### src/rtl/sram_arbiter_if.sv
// Request/grant bus between the SRAM controller and its lane arbiter.
// The master drives mode and the packed request lanes; the slave returns the registered result.
interface sram_arbiter_if #(
  parameter int unsigned arbiter_data_width = 256
);
  logic                          sp0_wrr1;
  logic [arbiter_data_width-1:0] data_in;
  logic [arbiter_data_width-1:0] data_out;

  modport master (
    output sp0_wrr1,
    output data_in,
    input  data_out
  );

  modport slave (
    input  sp0_wrr1,
    input  data_in,
    output data_out
  );
endinterface

### src/rtl/sram_arbiter.sv
// 16-lane request arbiter. Each cycle one valid lane is chosen, either by strict priority
// (largest priority field, lowest index on ties) or by weighted round robin (a lane keeps
// winning for up to its weight in consecutive cycles). The winning lane is forwarded in place
// on a registered bus with every other lane zeroed.
module sram_arbiter #(
  parameter int unsigned arbiter_data_width = 256,
  parameter int unsigned NUM_REQ            = 16
) (
  input logic          clk,
  input logic          rst,
  sram_arbiter_if.slave bus
);

  localparam int unsigned LaneW = 16;

  // Lane field decode
  logic [LaneW-1:0] lane     [NUM_REQ];
  logic             req      [NUM_REQ];
  logic [2:0]       prio     [NUM_REQ];

  // Arbitration state
  logic [3:0]  ptr_q, ptr_d;
  logic [3:0]  credit_q, credit_d;
  logic [3:0]  cur_q, cur_d;
  logic        cur_valid_q, cur_valid_d;
  logic [arbiter_data_width-1:0] data_out_q, data_out_d;

  // Winner selection results
  logic        sp_found;
  logic [3:0]  sp_idx;
  logic [2:0]  sp_prio;
  logic        rr_found;
  logic [3:0]  rr_idx;
  logic [3:0]  rr_probe;
  logic        cont;
  logic        grant;
  logic [3:0]  win;
  logic [3:0]  win_weight;
  logic [3:0]  eff_weight;

  // Split the packed bus into lanes and pull out the valid/priority fields
  always_comb begin
    for (int i = 0; i < NUM_REQ; i++) begin
      lane[i] = bus.data_in[LaneW*i +: LaneW];
      req[i]  = lane[i][15];
      prio[i] = lane[i][14:12];
    end
  end

  // Strict priority: strictly-greater replacement keeps the lowest index on ties
  always_comb begin
    sp_found = 1'b0;
    sp_idx   = 4'd0;
    sp_prio  = 3'd0;
    for (int i = 0; i < NUM_REQ; i++) begin
      if (req[i] && (!sp_found || (prio[i] > sp_prio))) begin
        sp_found = 1'b1;
        sp_idx   = 4'(i);
        sp_prio  = prio[i];
      end
    end
  end

  // Round robin search: first requesting lane starting at ptr, wrapping mod 16
  always_comb begin
    rr_found = 1'b0;
    rr_idx   = 4'd0;
    rr_probe = 4'd0;
    for (int k = 0; k < NUM_REQ; k++) begin
      rr_probe = ptr_q + 4'(k);
      if (!rr_found && req[rr_probe]) begin
        rr_found = 1'b1;
        rr_idx   = rr_probe;
      end
    end
  end

  // Next-state: pick the winner for the active mode and update pointer/credit/owner
  always_comb begin
    ptr_d       = ptr_q;
    credit_d    = 4'd0;
    cur_d       = cur_q;
    cur_valid_d = 1'b0;
    grant       = 1'b0;
    win         = 4'd0;
    cont        = 1'b0;
    win_weight  = 4'd0;
    eff_weight  = 4'd1;

    if (!bus.sp0_wrr1) begin
      // Strict priority never carries credit, so a later switch to WRR starts a fresh search
      if (sp_found) begin
        grant = 1'b1;
        win   = sp_idx;
        ptr_d = sp_idx + 4'd1;
      end
    end else begin
      cont = cur_valid_q && req[cur_q] && (credit_q != 4'd0);
      if (cont) begin
        grant       = 1'b1;
        win         = cur_q;
        credit_d    = credit_q - 4'd1;
        cur_valid_d = 1'b1;
      end else if (rr_found) begin
        grant       = 1'b1;
        win         = rr_idx;
        win_weight  = lane[rr_idx][11:8];
        eff_weight  = (win_weight == 4'd0) ? 4'd1 : win_weight;
        credit_d    = eff_weight - 4'd1;
        cur_d       = rr_idx;
        cur_valid_d = 1'b1;
        ptr_d       = rr_idx + 4'd1;
      end
    end
  end

  // Output image: winner lane copied to its own slot, all others cleared
  always_comb begin
    data_out_d = '0;
    for (int i = 0; i < NUM_REQ; i++) begin
      if (grant && (win == 4'(i))) begin
        data_out_d[LaneW*i +: LaneW] = lane[i];
      end
    end
  end

  // State and output registers with asynchronous active-low reset
  always_ff @(posedge clk or negedge rst) begin
    if (!rst) begin
      ptr_q       <= 4'd0;
      credit_q    <= 4'd0;
      cur_q       <= 4'd0;
      cur_valid_q <= 1'b0;
      data_out_q  <= '0;
    end else begin
      ptr_q       <= ptr_d;
      credit_q    <= credit_d;
      cur_q       <= cur_d;
      cur_valid_q <= cur_valid_d;
      data_out_q  <= data_out_d;
    end
  end

  assign bus.data_out = data_out_q;

endmodule

### src/flat_wrapper.sv
// flat-port wrapper written by rule: the top's interface ports become plain ports
module sram_arbiter_flat 
#(
  parameter int unsigned arbiter_data_width = 256,
  parameter int unsigned NUM_REQ            = 16
)
  (clk, rst, bus_sp0_wrr1, bus_data_in, bus_data_out);
  sram_arbiter_if #(.arbiter_data_width(arbiter_data_width)) bus_i ();
  input logic clk;
  input logic rst;
  input wire logic [$bits(bus_i.sp0_wrr1)-1:0] bus_sp0_wrr1;
  input wire logic [$bits(bus_i.data_in)-1:0] bus_data_in;
  output wire logic [$bits(bus_i.data_out)-1:0] bus_data_out;
  assign bus_i.sp0_wrr1 = bus_sp0_wrr1;
  assign bus_i.data_in = bus_data_in;
  assign bus_data_out = bus_i.data_out;
  sram_arbiter #(.arbiter_data_width(arbiter_data_width), .NUM_REQ(NUM_REQ)) u_core (.clk(clk), .rst(rst), .bus(bus_i));
endmodule
### config.mk
export PLATFORM = sky130hd
export DESIGN_NAME = sram_arbiter_flat
export DESIGN_NICKNAME = d
export VERILOG_FILES = /design/src/rtl/sram_arbiter_if.sv /design/src/rtl/sram_arbiter.sv /design/src/flat_wrapper.sv
export SDC_FILE = /design/constraint.sdc
export NUM_CORES = 1
export LEC_CHECK = 0
export CELL_PAD_IN_SITES_DETAIL_PLACEMENT = 0
export CELL_PAD_IN_SITES_GLOBAL_PLACEMENT = 1
export CORE_ASPECT_RATIO = 0.7
export CORE_MARGIN = 1
export CORE_UTILIZATION = 34
export DETAILED_ROUTE_END_ITERATION = 12
export PLACE_DENSITY_LB_ADDON = 0.05
export SYNTH_ARGS = -nofsm -noshare
export SYNTH_HDL_FRONTEND = slang
export SYNTH_SLANG_ARGS = --single-unit
### constraint.sdc
create_clock -name clk -period 5.8 [get_ports clk]
set_input_delay 1.16 -clock clk [delete_from_list [all_inputs] [get_ports clk]]
set_output_delay 1.16 -clock clk [all_outputs]
set_load 0.05 [all_outputs]
==> flow_metrics.env, run 1 <==
export IMPL_setup_viol=260
export IMPL_final_cell_mix="506 x clkdlybuf4s50_1, 375 x buf_4, 269 x dfrtp_1"
export IMPL_end_kind="flip-flop"
export IMPL_dp_hpwl_microns=46400
export IMPL_min_to="u_core.credit_q[0]$_DFF_PN0_"
export IMPL_crit_top_cell="o21ai_2"
export IMPL_final_core_util=0.624
export IMPL_violations="negative setup slack"
export IMPL_path_clk_slew_ns=0.06
export IMPL_tns_ns=-3821.43
export IMPL_reg2regPathDepth=18
export IMPL_fp_dieArea_sq_um=42300
export IMPL_hp_class="reg2reg"
export IMPL_viasPerCell=4.93
export IMPL_finalClockSkew_ns=0.0222
export IMPL_cpPeakStageDelay_ns=0.36
export IMPL_cp_arrival_ns=21.15
export IMPL_r2r_start="u_core.ptr_q[1]$_DFFE_PN0P_"
export IMPL_cts_root_buf="clkbuf_16"
export IMPL_synth_nets=1578
export IMPL_vias=13600
export IMPL_setup_worst_path_class="in2reg"
export IMPL_synthMuxAreaShare=0.133
export IMPL_slew_viol_final=0
export IMPL_seq_area_sq_um=6730
export IMPL_die_height_microns=172
export IMPL_grt_max_degree=112
export IMPL_hold_path_depth=1
export IMPL_pre_cts_ws_ns=-16.19
export IMPL_drc=0
export IMPL_ys_warn_count=0
export IMPL_ios=515
export IMPL_insertion_delay_ns=0.58
export IMPL_ys_seq_area_frac=0.478
export IMPL_worst_r2r_endpoint="u_core.credit_q[2]$_DFF_PN0_"
export IMPL_post_drt_wl_per_cell_microns=21.8
export IMPL_synth_compound_area_frac=0.105
export IMPL_fill_cells=3361
export IMPL_grt_pass1_wl_microns=87000
export IMPL_startpoint_type="input pin"
export IMPL_synth_distinct_cells=87
export IMPL_rsz0062_at_grt="true"
export IMPL_synthSimpleGateAreaFrac=0.187
export IMPL_critPathSlowestCell="mux2i_2"
export IMPL_grt_pass1_vias=13700
export IMPL_num_rows=62
export IMPL_relSlewSlack=0.393
export IMPL_initial_core_util=0.344
export IMPL_worstHoldStart="u_core.credit_q[0]$_DFF_PN0_"
export IMPL_core_sq_um=41000
export IMPL_ys_ff_latch=269
export IMPL_globalplace_congestion=0.937
export IMPL_gr_usage_all_layers=0.276
export IMPL_cts_tree="yes"
export IMPL_hold_violations=0
export IMPL_layout_commonest_cell="clkdlybuf4s50_1"
export IMPL_synth_fa_ha_area_frac=0.0426
export IMPL_syn_avg_cell_area_sq_um=11.1
export IMPL_die_w_microns=245
export IMPL_io_buffers=514
export IMPL_cp_required_ns=6.32
export IMPL_layout_drive_gt1_share=0.375
export IMPL_synth_edf_count=0
export IMPL_clock_sinks=269
export IMPL_overflow=0
export IMPL_synthXorXnorAreaFrac=0.0112
export IMPL_cts_buffers=29
export IMPL_ant_nets=0
export IMPL_syn2layout_area_growth_pct=81.3
export IMPL_antenna_found_initial=3
export IMPL_drtIter0Drc=906
export IMPL_h_tree_depth=1
export IMPL_synth_cell_area_sq_um=14100
export IMPL_startpoint="bus_data_in[12]"
export IMPL_clockBufferDepth=3
export IMPL_worst_slew_pin_slew_ns=0.910
export IMPL_setup_ws_ns=-14.83
export IMPL_synth_flop_cell="dfrtp_1"
export IMPL_min_period_over_period=3.56
export IMPL_crit_path_max_fanout=7
export IMPL_synth_cells=1271
export IMPL_period_needed_ns=20.63
export IMPL_multiInputGateArea_sq_um=8070
export IMPL_hold_buffers=0
export IMPL_first_pass_iters=5
export IMPL_timing_fmax_ghz=0.0485
export IMPL_ys_async_sr_fraction=1.00
export IMPL_layout_nets=2497
export IMPL_reg2reg_slack_ns=0.30
export IMPL_wl_microns=60200
export IMPL_status="complete, but fails checks"
export IMPL_cap_violations=0
export IMPL_synth_top_family_by_area="simple AND/OR/NAND/NOR gates"
metrics by stage:
step	hold slack, ns	cell area [sq um]	instances
floorplan	0.451	14500	1271
global placement	0.487	22800	2618
detailed placement	0.529	22800	2618
CTS	0.528	24800	2731
global route	0.542	25600	2757
finish	0.526	25600	2758
sequential cells by signal, summed over array words and instances (netlist names):
name and cells:
u_core.cur_q 4, u_core.credit_q 4, u_core.cur_valid_q 1, u_core.ptr_q 4, u_core.bus.data_out 256
worst max-delay path, delay by kind of cell:
| kind | cells | cell delay [ns] |
|---|---|---|
| AOI/OAI and AO/OA | 59 | 8.73 |
| adders and majority gates | 15 | 3.99 |
| buffers and inverters | 15 | 1.82 |
| muxes | 4 | 1.33 |
| and+or+nand+nor | 35 | 4.02 |
repair_timing:
| action | CTS | global route |
|---|---|---|
| buffers inserted | 59 | 25 |
| gates cloned | 5 | 2 |
| setup endpoints to repair | 260 | 262 |
| pin swaps | 117 | 99 |
| gates resized for setup | 174 | 130 |
worst max-delay path by stage:
stage	end	slack (ns)	depth (start not counted)
3_5_place_dp	u_core.bus.data_out[205]$_DFF_PN0_	-16.19	118
4_1_cts	u_core.bus.data_out[174]$_DFF_PN0_	-14.68	118
6_report	u_core.bus.data_out[14]$_DFF_PN0_	-14.83	128
2_1_floorplan	u_core.bus.data_out[85]$_DFF_PN0_	-14.50	116
3_3_place_gp	u_core.bus.data_out[70]$_DFF_PN0_	-15.12	118
5_1_grt	u_core.bus.data_out[14]$_DFF_PN0_	-15.64	126
routing by layer:
metal  global-route usage  share of wire  vias up
met2                0.432           0.46      476
met1                0.390           0.45     6701
li1                     -              -     6343
met4               0.0670          0.024        0
met3               0.0565          0.067       73
met5                    0              0        -
cell families (layout without fill, tap and decap cells):
family / Yosys count / in the layout
buffers and inverters: 116 / 1056
AND/OR/NAND/NOR: 470 / 470
XOR/XNOR: 18 / 18
flip-flops: 269 / 269
AO/OA/AOI/OAI: 221 / 221
multiplexers: 129 / 129
adder cells (fa/ha/maj): 48 / 48
other: 0 / 3
synth_stat cells, drive strengths merged, types with 5 or more instances:
cell type    n  area, sq um
dfrtp      269         6730
and2       226         1410
nor2        65          292
nand2       62          235
inv         54          203
mux2i       53          547
a21oi       49          249
o21ai       49          245
ha          48          601
buf         43          322
mux2        38          428
mux4        38          903
nor3        37          185
nand3       21          110
clkbuf      15         67.6
o22ai       13         81.3
xnor2       13          114
a31oi       10         62.6
nand2b      10         62.6
nor2b       10         62.6
a211oi       9         67.6
o21a         9         67.6
or2          8         50.1
a21boi       7         56.3
a221oi       7         61.3
and3         7         43.8
o31ai        7         52.6
or3          7         48.8
a32oi        6         52.6
nor4         6         58.8
o211ai       6         45.0
o31a         5         43.8
xor2         5         43.8
layout make-up:
class / count / area share
Tap cell: 544 / 0.0266
Antenna cell: 3 / 0.000294
Clock buffer: 37 / 0.0311
Multi-Input combinational cell: 886 / 0.316
Sequential cell: 269 / 0.263
Timing Repair Buffer: 946 / 0.347
Clock inverter: 15 / 0.00749
Inverter: 58 / 0.00852
Power of run 1 is not shown: default switching activity piles up to over one toggle a cycle in this logic, so the estimate is an artifact.
==> inputs of run 2 (changes only) <==
--- a/config.mk
+++ b/config.mk
@@ -7,10 +7,10 @@
 export LEC_CHECK = 0
 export CELL_PAD_IN_SITES_DETAIL_PLACEMENT = 0
 export CELL_PAD_IN_SITES_GLOBAL_PLACEMENT = 1
-export CORE_ASPECT_RATIO = 0.7
-export CORE_MARGIN = 1
-export CORE_UTILIZATION = 34
+export CORE_AREA = 2 2 203 205
 export DETAILED_ROUTE_END_ITERATION = 12
+export DIE_AREA = 0 0 205 207
+export DONT_BUFFER_PORTS = 1
 export PLACE_DENSITY_LB_ADDON = 0.05
 export SYNTH_ARGS = -nofsm -noshare
 export SYNTH_HDL_FRONTEND = slang
==> constraint.sdc (replaced) <==
create_clock -name clk -period 23.6 [get_ports clk]
set_input_delay 4.72 -clock clk [delete_from_list [all_inputs] [get_ports clk]]
set_output_delay 4.72 -clock clk [all_outputs]
set_load 0.05 [all_outputs]
==> run 2 against run 1 <==
  * The run still ends with negative setup slack left
  * Sequential cell count unchanged
  * Worst hold slack got worse by 0.011 ns
  * Final cell count fell by 29%
  * Via count shrank 23%
  * Critical endpoint is now u_core.bus.data_out[101]$_DFF_PN0_
  * Final area fell by 30%
  * Clock skew is 0.014 ns lower
  * Highest routed layer unchanged
==> flow_metrics.env, run 2 (synthesized netlist as in run 1, its figures left out) <==
export IMPL_setup_ws_ns=-0.258
export IMPL_fp_dieArea_sq_um=42400
export IMPL_min_period_over_period=1.01
export IMPL_cp_required_ns=24.10
export IMPL_gr_usage_all_layers=0.238
export IMPL_holdWs_ns=0.515
export IMPL_layout_commonest_cell="dfrtp_1"
export IMPL_ant_nets=0
export IMPL_layout_nets=1719
export IMPL_hp_class="reg2reg"
export IMPL_critPathSlowestCell="or3b_4"
export IMPL_cp_arrival_ns=24.36
export IMPL_cpPeakStageDelay_ns=0.42
export IMPL_hold_buffers=0
export IMPL_io_buffers=0
export IMPL_relSlewSlack=0.292
export IMPL_insertion_delay_ns=0.56
export IMPL_crit_top_cell="o21ai_2"
export IMPL_finalClockSkew_ns=0.00826
export IMPL_dp_hpwl_microns=40000
export IMPL_overflow=0
export IMPL_multiInputGateArea_sq_um=7670
export IMPL_wl_microns=52000
export IMPL_worstHoldStart="u_core.credit_q[0]$_DFF_PN0_"
export IMPL_cap_violations=0
export IMPL_largest_reg_flops=256
export IMPL_worst_slew_pin_slew_ns=1.06
export IMPL_timing_fmax_ghz=0.0419
export IMPL_layout_drive_gt1_share=0.318
export IMPL_viasPerCell=5.30
export IMPL_hold_path_depth=1
export IMPL_reg2regPathDepth=19
export IMPL_syn2layout_area_growth_pct=26.7
export IMPL_fill_cells=3832
export IMPL_globalplace_congestion=0.826
export IMPL_reg2reg_slack_ns=16.92
export IMPL_setup_viol=239
export IMPL_grt_max_degree=270
export IMPL_grt_pass1_wl_microns=75000
export IMPL_end_kind="flip-flop"
export IMPL_cts_tree="yes"
export IMPL_die_w_microns=205
export IMPL_worst_r2r_endpoint="u_core.credit_q[2]$_DFF_PN0_"
export IMPL_drc=0
export IMPL_grt_pass1_vias=10700
export IMPL_startpoint_type="input pin"
export IMPL_num_rows=74
export IMPL_r2r_start="u_core.ptr_q[1]$_DFFE_PN0P_"
export IMPL_hold_violations=0
export IMPL_initial_core_util=0.349
export IMPL_period_needed_ns=23.86
export IMPL_clock_sinks=269
export IMPL_post_drt_wl_per_cell_microns=26.4
export IMPL_crit_path_max_fanout=16
export IMPL_path_clk_slew_ns=0.06
export IMPL_violations="negative setup slack"
export IMPL_ios=515
export IMPL_setup_worst_path_class="in2reg"
export IMPL_seq_area_sq_um=6730
export IMPL_status="complete, but fails checks"
export IMPL_antenna_found_initial=2
export IMPL_vias=10400
export IMPL_final_cell_mix="269 x dfrtp_1, 194 x and2_1, 136 x buf_4"
export IMPL_drtIter0Drc=814
export IMPL_clockBufferDepth=3
export IMPL_h_tree_depth=1
export IMPL_slew_viol_final=0
export IMPL_cts_root_buf="clkbuf_16"
export IMPL_cts_buffers=30
export IMPL_die_height_microns=207
export IMPL_core_sq_um=40400
export IMPL_rsz0062_at_grt="true"
export IMPL_first_pass_iters=5
export IMPL_min_to="u_core.credit_q[0]$_DFF_PN0_"
## run 2: area by class of cell
cell class / count / share of cell area
multi-input combinational: 886 / 0.429
sequential: 269 / 0.377
timing repair buffer: 167 / 0.0863
clock buffer: 42 / 0.0502
tap: 532 / 0.0373
inverter: 58 / 0.0122
clock inverter: 13 / 0.00756
antenna: 2 / 0.000280
## run 2: worst max path at each step
stage	from	end	slack (ns)	cells past startpoint
3_3_place_gp	bus_data_in[12]	u_core.bus.data_out[157]$_DFF_PN0_	-0.71	117
6_report	bus_data_in[12]	u_core.bus.data_out[101]$_DFF_PN0_	-0.26	113
2_1_floorplan	bus_data_in[15]	u_core.bus.data_out[85]$_DFF_PN0_	-0.26	116
4_1_cts	bus_data_in[12]	u_core.bus.data_out[40]$_DFF_PN0_	-0.04	117
3_5_place_dp	bus_data_in[12]	u_core.bus.data_out[45]$_DFF_PN0_	-1.29	113
5_1_grt	bus_data_in[12]	u_core.bus.data_out[66]$_DFF_PN0_	-1.28	116
## run 2: stage by stage
stage	setup TNS [ns]	setup WS, ns	cell area (sq um)	util	std cells
floorplan	-30.45	-0.264	14500	-	1271
global placement	-139.76	-0.712	15900	0.394	1870
detailed placement	-281.48	-1.29	15900	0.394	1870
CTS	-0.363	-0.0401	17400	0.431	1953
global route	-306.17	-1.28	17900	0.443	1968
finish	-28.22	-0.258	17900	0.443	1969
## run 2: worst max-delay path, delay by kind of cell
kind | cells | cell delay [ns]
compound gates | 55 | 8.91
fa+ha+maj | 15 | 4.02
mux | 5 | 1.43
buf+inv | 9 | 1.19
simple gates | 29 | 3.99
## run 2: metal layers
layer / GRT usage / part of all wire / vias to the layer above / wire, microns
met1: 0.305 / 0.40 / 5227 / 20900
met5: 0 / 0 / - / 0
met4: 0.0588 / 0.024 / 0 / 1230
met3: 0.0637 / 0.083 / 59 / 4330
li1: - / - / 4774 / -
met2: 0.399 / 0.49 / 377 / 25500
## run 2: timing repair
| item | 4_1_cts | 5_1_grt |
|---|---|---|
| endpoints found under the setup margin | 260 | 260 |
| pin swaps | 47 | 110 |
| resized for setup | 47 | 95 |
| buffers inserted | 27 | 17 |
| endpoints found under the hold margin | 0 | 0 |
| gates cloned | 1 | 0 |
Power of run 2 is left out for the same reason.
